===== src/rtl/cpu_ctrl_pkg.sv =====
// Shared types for the 8-bit CPU controller: opcodes, FSM states, cBus source
// and ALU operation encodings, the decoded control word, and a helper that
// flags instructions followed by an operand byte.
// Optional build macro used by the importing files: IRQ_EN.
package cpu_ctrl_pkg;

    typedef enum logic [3:0] {
        OP_NOP  = 4'h0, OP_LDI = 4'h1, OP_MOV = 4'h2, OP_ADD = 4'h3,
        OP_SUB  = 4'h4, OP_AND = 4'h5, OP_OR  = 4'h6, OP_XOR = 4'h7,
        OP_LD   = 4'h8, OP_ST  = 4'h9, OP_JMP = 4'hA, OP_JZ  = 4'hB,
        OP_JNZ  = 4'hC, OP_UND = 4'hD, OP_RETI = 4'hE, OP_HLT = 4'hF
    } opcode_e;

    typedef enum logic [2:0] {
        S_FETCH, S_FETCH_W, S_DECODE, S_OPR, S_OPR_W, S_EXEC, S_HALT
    } state_e;

    typedef enum logic [2:0] {
        CBUS_RF_A = 3'd0, CBUS_ALU = 3'd1, CBUS_OPR = 3'd2,
        CBUS_MEM  = 3'd3, CBUS_CTRL = 3'd4
    } cbus_src_e;

    typedef enum logic [2:0] {
        ALU_ADD = 3'd0, ALU_SUB = 3'd1, ALU_AND = 3'd2,
        ALU_OR  = 3'd3, ALU_XOR = 3'd4, ALU_PASS = 3'd5
    } alu_op_e;

    // Everything the EXEC cycle needs to know about the latched instruction.
    typedef struct packed {
        logic       rf_we;
        logic [1:0] rf_waddr;
        logic [1:0] rf_raddr_a;
        logic [1:0] rf_raddr_b;
        cbus_src_e  cbus_src;
        alu_op_e    alu_op;
        logic       flag_we;
        logic       mem_we;
        logic       jmp;
        logic       jz;
        logic       jnz;
        logic       reti;
        logic       hlt;
    } ctrl_word_t;

    function automatic logic is_two_byte(input logic [3:0] op);
        return (op == OP_LDI) || (op == OP_JMP) || (op == OP_JZ) || (op == OP_JNZ);
    endfunction

endpackage


===== src/rtl/instr_decode.sv =====
// Combinational instruction decoder: maps the latched IR byte onto the
// control word applied during EXEC. Branch conditions are resolved by the FSM.
// Ports: ir (latched instruction byte), cw (decoded control word).
// Build macro: IRQ_EN (RETI is decoded only when defined; otherwise a NOP).
module instr_decode
    import cpu_ctrl_pkg::*;
(
    input  logic [7:0]  ir,
    output ctrl_word_t  cw
);

    logic [1:0] rd, rs;
    assign rd = ir[3:2];
    assign rs = ir[1:0];

    always_comb begin
        cw = '0;
        case (ir[7:4])
            OP_LDI: begin
                cw.rf_we = 1'b1; cw.rf_waddr = rd; cw.cbus_src = CBUS_OPR;
            end
            OP_MOV: begin
                cw.rf_we = 1'b1; cw.rf_waddr = rd; cw.rf_raddr_a = rs;
                cw.cbus_src = CBUS_RF_A;
            end
            OP_ADD, OP_SUB, OP_AND, OP_OR, OP_XOR: begin
                cw.rf_we      = 1'b1;
                cw.rf_waddr   = rd;
                cw.rf_raddr_a = rd;
                cw.rf_raddr_b = rs;
                cw.cbus_src   = CBUS_ALU;
                cw.flag_we    = 1'b1;
                case (ir[7:4])
                    OP_SUB:  cw.alu_op = ALU_SUB;
                    OP_AND:  cw.alu_op = ALU_AND;
                    OP_OR:   cw.alu_op = ALU_OR;
                    OP_XOR:  cw.alu_op = ALU_XOR;
                    default: cw.alu_op = ALU_ADD;
                endcase
            end
            OP_LD: begin
                cw.rf_we = 1'b1; cw.rf_waddr = rd; cw.rf_raddr_a = rs;
                cw.cbus_src = CBUS_MEM;
            end
            OP_ST: begin
                cw.mem_we = 1'b1; cw.rf_raddr_a = rd; cw.rf_raddr_b = rs;
            end
            OP_JMP:  cw.jmp = 1'b1;
            OP_JZ:   cw.jz  = 1'b1;
            OP_JNZ:  cw.jnz = 1'b1;
`ifdef IRQ_EN
            OP_RETI: cw.reti = 1'b1;
`endif
            OP_HLT:  cw.hlt = 1'b1;
            default: ;  // NOP, undefined 4'hD
        endcase
    end

endmodule


===== src/rtl/instr_seq_ctrl.sv =====
// Main control FSM of the 8-bit CPU. Sequences fetch / operand fetch / execute,
// owns the PC (pc_sel, write_pc) and drives IR/operand latches, register file,
// ALU, data memory and the cBus source select.
// Ports: clk, rstn (sync active-low); instr_in (ROM data), pc_in (current PC),
//   zero_flag, irq (IRQ_EN only); pc_sel, write_pc, ir_write, opr_write,
//   cbus_src, ctrl_data, rf_we, rf_waddr, rf_raddr_a, rf_raddr_b, alu_op,
//   flag_we, mem_we, halted.
// Build macro: IRQ_EN enables the level interrupt with a single-level EPC.
module instr_seq_ctrl
    import cpu_ctrl_pkg::*;
#(
    parameter int unsigned MEM_WAIT   = 1,
    parameter logic [7:0]  IRQ_VECTOR = 8'hF0
) (
    input  logic       clk,
    input  logic       rstn,
    input  logic [7:0] instr_in,
    input  logic [7:0] pc_in,
    input  logic       zero_flag,
`ifdef IRQ_EN
    input  logic       irq,
`endif
    output logic       pc_sel,
    output logic       write_pc,
    output logic       ir_write,
    output logic       opr_write,
    output logic [2:0] cbus_src,
    output logic [7:0] ctrl_data,
    output logic       rf_we,
    output logic [1:0] rf_waddr,
    output logic [1:0] rf_raddr_a,
    output logic [1:0] rf_raddr_b,
    output logic [2:0] alu_op,
    output logic       flag_we,
    output logic       mem_we,
    output logic       halted
);

    // Wait counter is preloaded with MEM_WAIT-1 and captures when it hits 0.
    localparam logic [2:0] WAIT_INIT = 3'((MEM_WAIT == 0) ? 0 : MEM_WAIT - 1);

    state_e     state_q, state_d;
    logic [2:0] cnt_q, cnt_d;
    logic [7:0] ir_q;
    ctrl_word_t cw;
    logic       irq_take;

    instr_decode u_dec (.ir(ir_q), .cw(cw));

`ifdef IRQ_EN
    logic [7:0] epc_q, epc_d;
    logic       in_isr_q, in_isr_d;
    assign irq_take = irq && !in_isr_q;
`else
    assign irq_take = 1'b0;
    logic unused_cfg;
    assign unused_cfg = ^{pc_in, IRQ_VECTOR};
`endif

    always_ff @(posedge clk) begin
        if (!rstn) begin
            state_q  <= S_FETCH;
            cnt_q    <= '0;
            ir_q     <= '0;
`ifdef IRQ_EN
            epc_q    <= '0;
            in_isr_q <= 1'b0;
`endif
        end else begin
            state_q  <= state_d;
            cnt_q    <= cnt_d;
            if (ir_write) ir_q <= instr_in;
`ifdef IRQ_EN
            epc_q    <= epc_d;
            in_isr_q <= in_isr_d;
`endif
        end
    end

    always_comb begin
        state_d    = state_q;
        cnt_d      = cnt_q;
        pc_sel     = 1'b0;
        write_pc   = 1'b0;
        ir_write   = 1'b0;
        opr_write  = 1'b0;
        cbus_src   = CBUS_RF_A;
        ctrl_data  = 8'h00;
        rf_we      = 1'b0;
        rf_waddr   = 2'd0;
        rf_raddr_a = 2'd0;
        rf_raddr_b = 2'd0;
        alu_op     = ALU_ADD;
        flag_we    = 1'b0;
        mem_we     = 1'b0;
        halted     = 1'b0;
`ifdef IRQ_EN
        epc_d      = epc_q;
        in_isr_d   = in_isr_q;
`endif
        // Outputs are gated by rstn so an abandoned instruction issues no writes.
        if (rstn) begin
            case (state_q)
                S_FETCH, S_HALT: begin
                    if (state_q == S_HALT) halted = 1'b1;
                    if (irq_take) begin
                        // Instruction boundary: vector to the ISR instead of fetching.
                        pc_sel   = 1'b1;
                        write_pc = 1'b1;
                        cbus_src = CBUS_CTRL;
                        state_d  = S_FETCH;
`ifdef IRQ_EN
                        ctrl_data = IRQ_VECTOR;
                        epc_d     = pc_in;
                        in_isr_d  = 1'b1;
`endif
                    end else if (state_q == S_FETCH) begin
                        if (MEM_WAIT == 0) begin
                            ir_write = 1'b1;
                            write_pc = 1'b1;
                            state_d  = S_DECODE;
                        end else begin
                            cnt_d   = WAIT_INIT;
                            state_d = S_FETCH_W;
                        end
                    end
                end
                S_FETCH_W: begin
                    if (cnt_q == 3'd0) begin
                        ir_write = 1'b1;
                        write_pc = 1'b1;
                        state_d  = S_DECODE;
                    end else begin
                        cnt_d = cnt_q - 3'd1;
                    end
                end
                S_DECODE: state_d = is_two_byte(ir_q[7:4]) ? S_OPR : S_EXEC;
                S_OPR: begin
                    if (MEM_WAIT == 0) begin
                        opr_write = 1'b1;
                        write_pc  = 1'b1;
                        state_d   = S_EXEC;
                    end else begin
                        cnt_d   = WAIT_INIT;
                        state_d = S_OPR_W;
                    end
                end
                S_OPR_W: begin
                    if (cnt_q == 3'd0) begin
                        opr_write = 1'b1;
                        write_pc  = 1'b1;
                        state_d   = S_EXEC;
                    end else begin
                        cnt_d = cnt_q - 3'd1;
                    end
                end
                S_EXEC: begin
                    rf_we      = cw.rf_we;
                    rf_waddr   = cw.rf_waddr;
                    rf_raddr_a = cw.rf_raddr_a;
                    rf_raddr_b = cw.rf_raddr_b;
                    cbus_src   = cw.cbus_src;
                    alu_op     = cw.alu_op;
                    flag_we    = cw.flag_we;
                    mem_we     = cw.mem_we;
                    state_d    = cw.hlt ? S_HALT : S_FETCH;
                    if (cw.jmp || (cw.jz && zero_flag) || (cw.jnz && !zero_flag)) begin
                        cbus_src = CBUS_OPR;
                        pc_sel   = 1'b1;
                        write_pc = 1'b1;
                    end
`ifdef IRQ_EN
                    if (cw.reti) begin
                        ctrl_data = epc_q;
                        cbus_src  = CBUS_CTRL;
                        pc_sel    = 1'b1;
                        write_pc  = 1'b1;
                        in_isr_d  = 1'b0;
                    end
`endif
                end
                default: state_d = S_FETCH;
            endcase
        end
    end

endmodule

===== config.mk =====
export PLATFORM = sky130hd
export DESIGN_NAME = instr_seq_ctrl
export DESIGN_NICKNAME = d
export VERILOG_FILES = /design/src/rtl/cpu_ctrl_pkg.sv /design/src/rtl/instr_decode.sv /design/src/rtl/instr_seq_ctrl.sv
export SDC_FILE = /design/constraint.sdc
export NUM_CORES = 1
export LEC_CHECK = 0
export BUFFER_PORTS_ARGS = -buffer_cell sky130_fd_sc_hd__buf_2
export CAP_MARGIN = 10
export CELL_PAD_IN_SITES_DETAIL_PLACEMENT = 0
export CELL_PAD_IN_SITES_GLOBAL_PLACEMENT = 1
export CORE_MARGIN = 10
export CORE_UTILIZATION = 33
export DETAILED_ROUTE_END_ITERATION = 8
export PLACE_DENSITY_LB_ADDON = 0.1
export SLEW_MARGIN = 20
export SYNTH_ARGS = -nofsm -noshare
export SYNTH_HDL_FRONTEND = slang
export SYNTH_SLANG_ARGS = --single-unit

===== constraint.sdc =====
create_clock -name clk -period 2 [get_ports clk]
set_input_delay 0.2 -clock clk [delete_from_list [all_inputs] [get_ports clk]]
set_output_delay 0.2 -clock clk [all_outputs]
set_load 0.1 [all_outputs]

Word level (Yosys, flattened, before mapping)
Cells that the tools add are included. W data, S select, Z words.

Magnitude comparators: 0. Multiply operators: 0. Shift operators: 0. Mux-type cells: 50. Reduce and logical (&&, ||, !) cells: 19. Divide/modulo/power cells: 0. Equal/unequal tests: 23. Bitwise operators: 0. Add/sub/neg operators: 1.

Operators by type and width (number): $mux W3 (13); $eq A4 B4 Y1 const B (6); $mux W1 (23); $pmux W3 S6 (1); $eq A4 B3 Y1 const B (4); $mux W2 (7); $pmux W3 S4 (1); $eq A3 B3 Y1 const B (3); $pmux W3 S3 (1); $eq A4 B2 Y1 const B (2); $ne A2 B2 Y1 const B (4); $reduce_or A8 Y1 (1); $eq A3 B2 Y1 const B (2); $logic_not A3 Y1 (2); $pmux W2 S3 (1); $reduce_and A3 Y1 (2); $reduce_or A2 Y1 (3); $reduce_or A6 Y1 (1); $logic_or A1 B1 Y1 (5); $reduce_or A5 Y1 (1); $eq A4 B1 Y1 const B (1); $mux W4 (1); $pmux W2 S2 (1); $eq A3 B1 Y1 const B (1); 5 further kinds (6).

Word-level logic and storage cells: 96. Bits in latches: 0. Memory bits (read-only): 0. Memory bits (writable): 0. Memories: 0. Register bits after elaboration: 14.

Longest topological paths before layout
Gate-level depths: netlist of run 1.

Depth in word-level cells: 8. Depth in mapped cells: 7.

By module
A second synthesis of run 1 with hierarchy kept.

Cells, all modules: 183. Area total of the unflattened synthesis: 1381.3 µm².

Modules (own cells, without submodules): instr_seq_ctrl (cells each 142, sequential area each 280.3 µm², area an instance 1091.0 µm², times used 1); instr_decode (cells each 41, sequential area each 0.0 µm², area an instance 290.3 µm², times used 1).

Worst setup path after synthesis of run 1
Ideal clock, no wire load.

Path kind: register to output. From: register cnt_q[0]. To: output opr_write. Cell stages (with the launch flop): 5. Arrival time: 3720 ps. Required time: 1800 ps. Setup slack: -1920 ps. Buffers on the path: 0. Path through: dfxtp_1 inv_1 ha_1 or2b_4 nor4_1.

Longest elaborated chain between the ends: 4.

RTL lines: start: declaration (RTL line instr_seq_ctrl.sv:43) `logic [2:0] cnt_q, cnt_d;`; start signal: assignment (RTL line instr_seq_ctrl.sv:71) `cnt_q <= cnt_d;`; $logic_not A3 Y1 (RTL line instr_seq_ctrl.sv:149) `if (cnt_q == 3'd0) begin`; $mux W1 (RTL line instr_seq_ctrl.sv:149); $mux W1 (RTL line instr_seq_ctrl.sv:103) `case (state_q)`; $mux W1 (RTL line instr_seq_ctrl.sv:102) `if (rstn) begin`; end: declaration (RTL line instr_seq_ctrl.sv:26) `output logic opr_write,`.

No other way between the ends.

Worst setup path in the final report of run 1
From: register cnt_q[1]. To: output write_pc.

Longest elaborated chain between the ends: 4.

RTL lines: $logic_not A3 Y1 (RTL line instr_seq_ctrl.sv:129, instr_seq_ctrl.sv:149); $mux W1 (RTL line instr_seq_ctrl.sv:129, instr_seq_ctrl.sv:149); $pmux W1 S2 (RTL line instr_seq_ctrl.sv:103); $mux W1 (RTL line instr_seq_ctrl.sv:102); end: declaration (RTL line instr_seq_ctrl.sv:24) `output logic write_pc,`.

No other way between the ends.

==> results of run 1 <==
## power groups by stage
stage	logic, W	clock network [W]	registers, W
final	0.000613	0.000209	0.000387
after floorplan	0.000512	0	0.000351
after CTS	0.000612	0.000212	0.000384
after detailed placement	0.000603	0	0.000390
after global placement	0.000595	0	0.000387
after global routing	0.000657	0.000236	0.000397
## flip-flops by register name, summed over array words and instances, names as in the netlist
register and count:
cnt_q 3, ir_q 8, state_q 3
## worst register-to-register path, delay by kind of cell (launching register included)
| family | cells | cell delay (ps) |
|---|---|---|
| fa+ha+maj | 1 | 180 |
| simple gates | 2 | 650 |
| flops | 1 | 350 |
| buf+inv | 2 | 190 |
| compound gates | 2 | 300 |
## final timing paths
kind	cells past startpoint	startpoint	end	slack (ps)
setup / recovery	6	cnt_q[1]$_SDFFE_PN0P_	write_pc	100
hold reg to reg	2	ir_q[1]$_SDFFE_PN0P_	ir_q[1]$_SDFFE_PN0P_	520
setup reg to reg	7	cnt_q[1]$_SDFFE_PN0P_	cnt_q[1]$_SDFFE_PN0P_	270
hold / removal	3	instr_in[3]	ir_q[3]$_SDFFE_PN0P_	100
## per-stage QoR
step	cells	utilization, %	instance area [sq um]
global route	236	53.0	1800
detailed placement	229	50.9	1730
floorplan	165	-	1330
finish	236	53.0	1800
global placement	229	50.9	1730
CTS	235	52.5	1780
## cell type report
type / count / share of cell area, %
Clock buffer: 4 / 2.02
Inverter: 9 / 1.88
Multi-Input combinational cell: 121 / 48.5
Sequential cell: 14 / 15.9
Tap cell: 46 / 3.20
Timing Repair Buffer: 42 / 28.6
## logic make-up (layout without fill, tap and decap cells)
group	after synthesis	after routing	share of synthesized area [%]
AO/OA/AOI/OAI	40	40	24.0
XOR/XNOR	3	3	2.24
adder cells (fa/ha/maj)	2	2	2.14
buffers and inverters	30	55	14.7
flip-flops	14	14	23.9
multiplexers	3	3	2.67
other	1	9	0.320
AND/OR/NAND/NOR	64	64	29.9
## layer usage
metal	track usage (%)	part of all wire (%)	up-vias
li1	-	-	601
met1	13.0	47	560
met2	16.3	44	34
met3	2.48	7.1	6
met4	4.30	1.3	0
met5	0	0	-
## cell usage in the layout, fill, tap and decap left out, types with 2 or more instances in the layout
cell type	instances
nor4_4	2
dfxtp_2	4
nand3b_1	3
nand3_1	5
o211ai_1	3
o21ai_1	3
buf_2	11
a21oi_1	6
nand2_1	15
buf_4	13
mux2i_1	2
conb_1	9
nor2_1	12
o31ai_1	5
dfxtp_1	10
a22oi_1	2
clkbuf_4	3
o21ai_0	4
inv_1	7
buf_12	18
nor3_1	3
inv_2	2
o21a_1	3
a22o_1	2
nor2_2	4
xnor2_1	2
o32ai_4	2
a31oi_1	2
and2_4	2
## what timing repair did
action,in CTS,in global routing
setup endpoints to repair,7,11
hold buffers,0,0
endpoints found under the hold margin,0,0
resized for setup,4,6
setup buffers,2,1
pin swaps,2,2
## cells in the mapped netlist (3+ instances only)
cell,n
dfxtp_1,14
buf_2,6
nor3_1,5
o211ai_1,3
o21a_1,3
o21ai_0,5
buf_4,10
nand3_1,5
nand2_1,16
inv_1,8
and2_1,3
o32ai_1,3
o31ai_1,5
a21oi_1,6
nand3b_1,3
nor2_1,16
clkbuf_1,3
==> impl_metrics.csv, run 1 <==
group,metric,value,unit
floorplan,die_area,6330,sq um
yosys,synth_seq_cells,14,
cells_and_area,drive_above_1_share,38.9,%
grt,antenna_found_initial,0,
drt,vias_per_cell,5.09,
grt,grt_pass1_vias,1114,
power_and_ir_drop,p_total,0.00121,W
critical_path,critical_path.max_fanout,5,
drt,drc,0,
sta,setup_slack,95.4,ps
yosys,synth-edff-count,0,
grt,globalRouteOverflowTotal,0,
power_and_ir_drop,netSwitchingFraction,46.8,%
grt,grt_max_degree,17,
cells_and_area,syn_to_final_growth,53.4,%
worst_hold_path,hold_path_class,"input port to flip-flop",
sta,fin_worst_hold_slack,104,ps
grt,grt.total_usage,10.3,%
drt,drtPass1Iterations,4,
floorplan,row_count,21,
drt,antenna_left,0,
yosys,ys_warn_count,0,
yosys,seq_area_frac_synth,23.9,%
power_and_ir_drop,power_frac_comb,50.7,%
clock_network,cts_tree,"done",
yosys,synth_top_area_share,23.9,%
critical_path,start_kind,"flip-flop",
sta,fin_tns_setup,0,ps
yosys,synth_ff_type,"dfxtp_1",
yosys,yosys.area.top_type,"dfxtp_1",
sta,finalHoldViolCount,0,
power_and_ir_drop,clkPwrFrac,17.3,%
floorplan,die_w,79.6,microns
placed_design,place_ws,188,ps
clock_network,path_clk_slew,90,ps
floorplan,die_h,79.6,microns
status,outcome,"completed",
yosys,syn_area_per_cell,7.46,sq um
yosys,synthCells,157,
power_and_ir_drop,seq_power_share,32.0,%
yosys,syn_area,1170,sq um
drt,avgRoutedWirePerCell,14.0,microns
yosys,yosysUniqueCellTypes,51,
clock_network,cts-root-buf,"clkbuf_4",
cells_and_area,nets,212,
cells_and_area,seq_area,285,sq um
cells_and_area,diodes,0,
power_and_ir_drop,p_sw,0.000566,W
placed_design,place.gp.congestion,0.774,
sta,drv_slew,0,
critical_path,path_delay_family,"simple AND/OR/NAND/NOR gates",
critical_path,max_stage_delay,340,ps
sta,fmax,525,MHz
critical_path,path_buf_inv,2,
critical_path,crit_arrival,1700,ps
power_and_ir_drop,peakVddDrop,0.361,mV
critical_path,critPathCaptureType,"primary output",
grt,grt_pass1_wl,5.37,mm
critical_path,path_class,"flip-flop to primary output",
cells_and_area,nFillCells,322,
critical_path,cp.required,1800,ps
flow_run,cap_violations,0,
drt,drtIter0Drc,84,
critical_path,slowest_stage,"dfxtp_2",
placed_design,io_buffers,29,
sta,fin_crit_sh,95.2,%
drt,wirelength,3.30,mm
drt,vias,1201,
sta,skew,2.02,ps
yosys,synthArstFlopShare,0,%
floorplan,io_pins,47,
clock_network,numCtsBuffers,3,
critical_path,worstPathCellList,"inv_1, ha_2, or2b_4, nor2_2, a31o_4, buf_12",
sta,setup_violations,0,
placed_design,dp_hpwl,2.65,mm
cells_and_area,multiInputGateArea,871,sq um
clock_network,cts_sinks,14,
yosys,synthTopCellsByArea,"dfxtp_1, buf_4, nand2_1",
floorplan,initial_core_util,34.6,%
clock_network,clk_latency,290,ps
sta,grt_setup_unrepaired,"no",
sta,period_needed,1900,ps
power_and_ir_drop,p_int,0.000643,W
power_and_ir_drop,leakage,0.675,nW
floorplan,core,3390,sq um
clock_network,htree_levels,1,
power_and_ir_drop,power.density,673,nW/um^2
clock_network,ctsLongestPathBuffers,2,
Note: power is estimated with default switching activity, not from simulation.
==> inputs of run 2 (changes only) <==
Settings changed: CELL_PAD_IN_SITES_DETAIL_PLACEMENT 0 to unset, CELL_PAD_IN_SITES_GLOBAL_PLACEMENT 1 to unset, CORE_MARGIN 10 to 5, CORE_UTILIZATION 33 to 39, PLACE_DENSITY set to 0.67, PLACE_DENSITY_LB_ADDON 0.1 to unset.
==> run 2 against run 1 <==
  * Register-to-register slack better by 40 ps
  * Maximum frequency down 0.92%
  * Die area down 34%
  * Design area down 1.1%
  * Wire length down 6.7%
  * Critical path depth down 1
  * Clock power about the same
  * Sequential power up 2%
  * Non-clock buffer count down 2
  * Critical endpoint unchanged
  * Largest cell class unchanged
==> impl_metrics.csv, run 2 (synthesized netlist as in run 1, its figures left out) <==
group,metric,value,unit
floorplan,io_pins,47,
grt,globalRouteOverflowTotal,0,
grt,antenna_found_initial,0,
sta,fin_tns_setup,0,ps
clock_network,cts-root-buf,"clkbuf_4",
clock_network,numCtsBuffers,3,
grt,grt_pass1_wl,5.03,mm
sta,fmax,520,MHz
worst_hold_path,min_path_cells,3,
sta,fin_crit_sh,96.1,%
drt,drc,0,
floorplan,row_count,19,
clock_network,cts_hold_buf,0,
cells_and_area,final_common_cell,"buf_12",
sta,period_needed,1920,ps
cells_and_area,seq_area,289,sq um
floorplan,die_h,64.8,microns
placed_design,place.gp.congestion,0.756,
cells_and_area,multiInputGateArea,881,sq um
sta,fin_worst_hold_slack,108,ps
power_and_ir_drop,p_total,0.00120,W
clock_network,htree_levels,1,
grt,grt_max_degree,17,
drt,drtPass1Iterations,4,
flow_run,cap_violations,0,
cells_and_area,largestRegisters,"ir_q: 8 flops, cnt_q: 3 flops, state_q: 3 flops",
power_and_ir_drop,leakage,0.668,nW
critical_path,start_kind,"flip-flop",
sta,skew,3.67,ps
clock_network,ctsLongestPathBuffers,2,
drt,vias_per_cell,5.52,
cells_and_area,nets,210,
clock_network,clk_latency,290,ps
drt,antenna_left,0,
critical_path,max_stage_delay,320,ps
cells_and_area,design_area,1780,sq um
critical_path,path_delay_family,"simple AND/OR/NAND/NOR gates",
critical_path,r2r_slack,310,ps
placed_design,io_buffers,29,
worst_hold_path,holdPathEnd,"ir_q[7]$_SDFFE_PN0P_",
cells_and_area,largest_register_ffs,8,
floorplan,core,2830,sq um
cells_and_area,drive_above_1_share,39.4,%
drt,drtIter0Drc,71,
floorplan,die_w,64.8,microns
critical_path,crit_arrival,1720,ps
floorplan,die_area,4200,sq um
clock_network,cts_tree,"done",
placed_design,placedInstanceArea,1700,sq um
sta,grt_setup_unrepaired,"no",
drt,avgRoutedWirePerCell,14.1,microns
sta,finalHoldViolCount,0,
grt,grt_pass1_vias,1137,
status,outcome,"completed",
floorplan,initial_core_util,41.4,%
critical_path,slowest_stage,"dfxtp_1",
critical_path,r2r_start,"cnt_q[0]$_SDFFE_PN0P_",
critical_path,path_class,"flip-flop to primary output",
critical_path,rr_endpoint,"ir_q[4]$_SDFFE_PN0P_",
critical_path,cp.required,1800,ps
cells_and_area,diodes,0,
sta,setup_slack,77.7,ps
power_and_ir_drop,peakVddDrop,0.396,mV
clock_network,path_clk_slew,90,ps
grt,grt.total_usage,14.8,%
critical_path,worstPathCellList,"nand2b_4, or2_4, a211oi_4, a31o_4, buf_12",
clock_network,cts_sinks,14,
sta,drv_slew,0,
cells_and_area,syn_to_final_growth,51.7,%
worst_hold_path,hold_path_class,"input port to flip-flop",
placed_design,dp_hpwl,2.42,mm
critical_path,path_buf_inv,1,
cells_and_area,nFillCells,239,
critical_path,ff2ff_path_depth,9,
critical_path,critical_path.max_fanout,5,
drt,wirelength,3.08,mm
power_and_ir_drop,power.density,676,nW/um^2
drt,vias,1209,
placed_design,place_ws,243,ps
critical_path,critPathCaptureType,"primary output",
cells_and_area,regMostFlops,"ir_q",
cells_and_area,layout_common_cells,"buf_12, nand2_1, nor2_1",
worst_hold_path,min_from,"instr_in[7]",
sta,setup_violations,0,
run 2: cell count changes in the layout (fill, tap and decap cells not counted), sizes merged:
| cell | previous run | this run |
|---|---|---|
| buf | 42 | 40 |
run 2: area by class of cell:
| type | count | area share (%) |
|---|---|---|
| tap | 31 | 2.18 |
| clock buffer | 4 | 2.04 |
| timing repair buffer | 40 | 28.0 |
| inverter | 9 | 1.90 |
| sequential | 14 | 16.3 |
| multi-input combinational | 121 | 49.6 |
run 2: worst max-delay path by stage:
stage | startpoint | end | slack (ps) | cells after the start
5_1_grt | state_q[0]$_SDFFE_PN0P_ | write_pc | 20 | 5
3_5_place_dp | ir_q[7]$_SDFFE_PN0P_ | rf_waddr[0] | 240 | 5
3_3_place_gp | ir_q[5]$_SDFFE_PN0P_ | write_pc | 280 | 4
2_1_floorplan | ir_q[5]$_SDFFE_PN0P_ | rf_raddr_b[0] | -390 | 5
6_report | state_q[1]$_SDFFE_PN0P_ | write_pc | 80 | 5
4_1_cts | cnt_q[0]$_SDFFE_PN0P_ | write_pc | -20 | 6
run 2: what timing repair did:
item / in CTS / in global routing
endpoints found under the setup margin: 10 / 10
resized for setup: 5 / 8
setup buffers: 0 / 2
pin swaps: 0 / 1
run 2: metrics by stage:
| stage | util [%] | cells |
|---|---|---|
| global placement | 60.1 | 213 |
| floorplan | - | 165 |
| CTS | 61.6 | 217 |
| finish | 62.8 | 219 |
| global route | 62.8 | 219 |
| detailed placement | 60.1 | 213 |
run 2: per-layer routing:
metal	part of all wire [%]	up-vias	global-route usage [%]	wire length (microns)
met4	2.3	0	7.12	72
met2	51	49	26.4	1560
met5	0	-	0	0
li1	-	593	-	-
met1	41	560	17.5	1270
met3	5.7	7	1.73	177
run 2: worst register-to-register path, delay by kind of cell (launching register included):
kind	cells	cell delay, ps
and+or+nand+nor	3	570
buffers and inverters	4	530
AOI/OAI and AO/OA	1	50
DFF	1	320
adders and majority gates	1	140
run 2: where the power goes:
group / leakage, nW / switching [W] / internal [W]
sequential: 0.117 / 0.0000740 / 0.000321
combinational: 0.530 / 0.000390 / 0.000209
clock: 0.0210 / 0.0000964 / 0.000111
total: 0.668 / 0.000560 / 0.000641
==> inputs of run 3 (changes only) <==
==> constraint.sdc (replaced) <==
create_clock -name clk -period 2 [get_ports clk]
set_input_delay 0.5 -clock clk [delete_from_list [all_inputs] [get_ports clk]]
set_output_delay 0.5 -clock clk [all_outputs]
set_load 0.1 [all_outputs]
==> run 3 against run 2 <==
  * The run now ends with negative setup slack left
  * Wire length rose by 20%
  * Hold slack improved by 300 ps
  * Non-clock buffer count rose by 26
  * Die area did not move
  * Maximum frequency fell by 11%
  * Sequential cell count did not move
  * Design area rose by 21%
  * First-iteration DRC count fell by 20%
  * Register-to-register slack improved by 60 ps
  * Critical path type unchanged
  * Critical endpoint is now rf_raddr_a[0]
==> impl_metrics.csv, run 3 (synthesized netlist as in run 1, its figures left out) <==
group,metric,value,unit
status,outcome,"finished with violations",
status,violations,"negative setup slack",
clock_network,htree_levels,1,
clock_network,cts-root-buf,"clkbuf_4",
floorplan,core,2830,sq um
critical_path,cp.required,1500,ps
sta,fin_crit_sh,108,%
critical_path,startpoint,"ir_q[4]$_SDFFE_PN0P_",
cells_and_area,fin_util,76.2,%
sta,grt_setup_unrepaired,"yes",
power_and_ir_drop,power.density,651,nW/um^2
sta,drv_slew,0,
cells_and_area,layout_common_cells,"buf_4, buf_12, nand2_1",
cells_and_area,drive_above_1_share,58.4,%
drt,antenna_left,0,
drt,vias_per_cell,5.47,
cells_and_area,largestRegisters,"ir_q: 8 flops, cnt_q: 3 flops, state_q: 3 flops",
placed_design,placed_cells,226,
placed_design,place.gp.congestion,0.848,
drt,avgRoutedWirePerCell,15.1,microns
critical_path,start_kind,"flip-flop",
clock_network,numCtsBuffers,3,
floorplan,die_h,64.8,microns
flow_run,cap_violations,0,
drt,drtIter0Drc,57,
sta,setup_slack,-161,ps
cells_and_area,syn_to_final_growth,84.2,%
worst_hold_path,min_from,"instr_in[0]",
grt,antenna_found_initial,0,
clock_network,clk_latency,300,ps
sta,setup_violations,14,
cells_and_area,diodes,0,
sta,period_needed,2160,ps
grt,grt_pass1_vias,1279,
critical_path,rr_endpoint,"state_q[0]$_SDFFE_PN0P_",
critical_path,critPathCaptureType,"primary output",
critical_path,r2r_start,"cnt_q[1]$_SDFFE_PN0P_",
grt,globalRouteOverflowTotal,0,
cells_and_area,nFillCells,191,
floorplan,die_area,4200,sq um
sta,fin_worst_hold_slack,411,ps
critical_path,crit_arrival,1660,ps
power_and_ir_drop,peakVddDrop,0.647,mV
floorplan,row_count,19,
critical_path,path_class,"flip-flop to primary output",
grt,grt_pass1_wl,5.82,mm
clock_network,cts_tree,"done",
critical_path,critical_path.max_fanout,7,
sta,fmax,463,MHz
drt,drtPass1Iterations,4,
critical_path,ff2ff_path_depth,7,
sta,skew,14.7,ps
power_and_ir_drop,leakage,0.821,nW
cells_and_area,design_area,2160,sq um
cells_and_area,nets,236,
cells_and_area,finalNonFillerCells,245,
floorplan,io_pins,47,
clock_network,ctsLongestPathBuffers,2,
worst_hold_path,hold_path_class,"input port to flip-flop",
placed_design,dp_hpwl,2.53,mm
grt,grt.total_usage,17.2,%
critical_path,cp-endpoint,"rf_raddr_a[0]",
floorplan,initial_core_util,41.4,%
floorplan,die_w,64.8,microns
drt,vias,1339,
cells_and_area,final_common_cell,"buf_4",
placed_design,placedInstanceArea,1830,sq um
cells_and_area,regMostFlops,"ir_q",
grt,grt_max_degree,17,
cells_and_area,largest_register_ffs,8,
drt,wirelength,3.69,mm
placed_design,place_ws,-105,ps
clock_network,path_clk_slew,80,ps
clock_network,cts_sinks,14,
drt,drc,0,
placed_design,io_buffers,29,
sta,finalHoldViolCount,0,
critical_path,r2r_slack,370,ps
## run 3: worst max-delay path, cell delays in order, from the launching register on
cell and delay [ps]:
dfxtp_4 380, buf_6 130, nor2_1 190, a22o_1 210, a22oi_2 80, o32ai_4 160, buf_12 210
## run 3: layout make-up
type                    count  area [sq um]  share of cell area (%)
flip-flops and latches     14           302                    14.0
inverters                   9          36.3                    1.68
multi-input cells         121           990                    45.9
repair buffers             66           754                    35.0
well taps                  31          38.8                    1.80
clock buffers               4          36.3                    1.68
## run 3: power breakdown
group	leakage [nW]	switching (W)	internal (W)
combinational	0.681	0.000487	0.000323
sequential	0.119	0.0000560	0.000325
clock	0.0210	0.000103	0.000111
## run 3: worst min path at each step
stage	slack (ps)	cells past startpoint	end
6_report	410	3	ir_q[0]$_SDFFE_PN0P_
5_1_grt	410	3	ir_q[0]$_SDFFE_PN0P_
4_1_cts	410	3	ir_q[0]$_SDFFE_PN0P_
3_5_place_dp	530	2	ir_q[2]$_SDFFE_PN0P_
3_3_place_gp	510	2	ir_q[2]$_SDFFE_PN0P_
2_1_floorplan	470	2	ir_q[2]$_SDFFE_PN0P_
## run 3: through the flow
step                      total power, W  setup TNS [ps]
after CTS                        0.00131           -1700
after global routing             0.00146           -2170
final                            0.00141           -1330
after detailed placement         0.00102            -805
after global placement          0.000998            -560
after floorplan                 0.000857           -7190
## run 3: what timing repair did
action	4_1_cts	5_1_grt
pin swaps	11	10
buffers inserted	8	7
resized for setup	36	23
hold buffers	0	0
setup endpoints to repair	18	19
gates cloned	0	0
## run 3: layer usage
layer	GRT usage [%]	vias to the layer above	part of all wire [%]
met1	20.4	652	40
met2	31.7	34	54
met3	2.59	5	4.1
met5	0	-	0
li1	-	648	-
met4	5.01	0	1.4
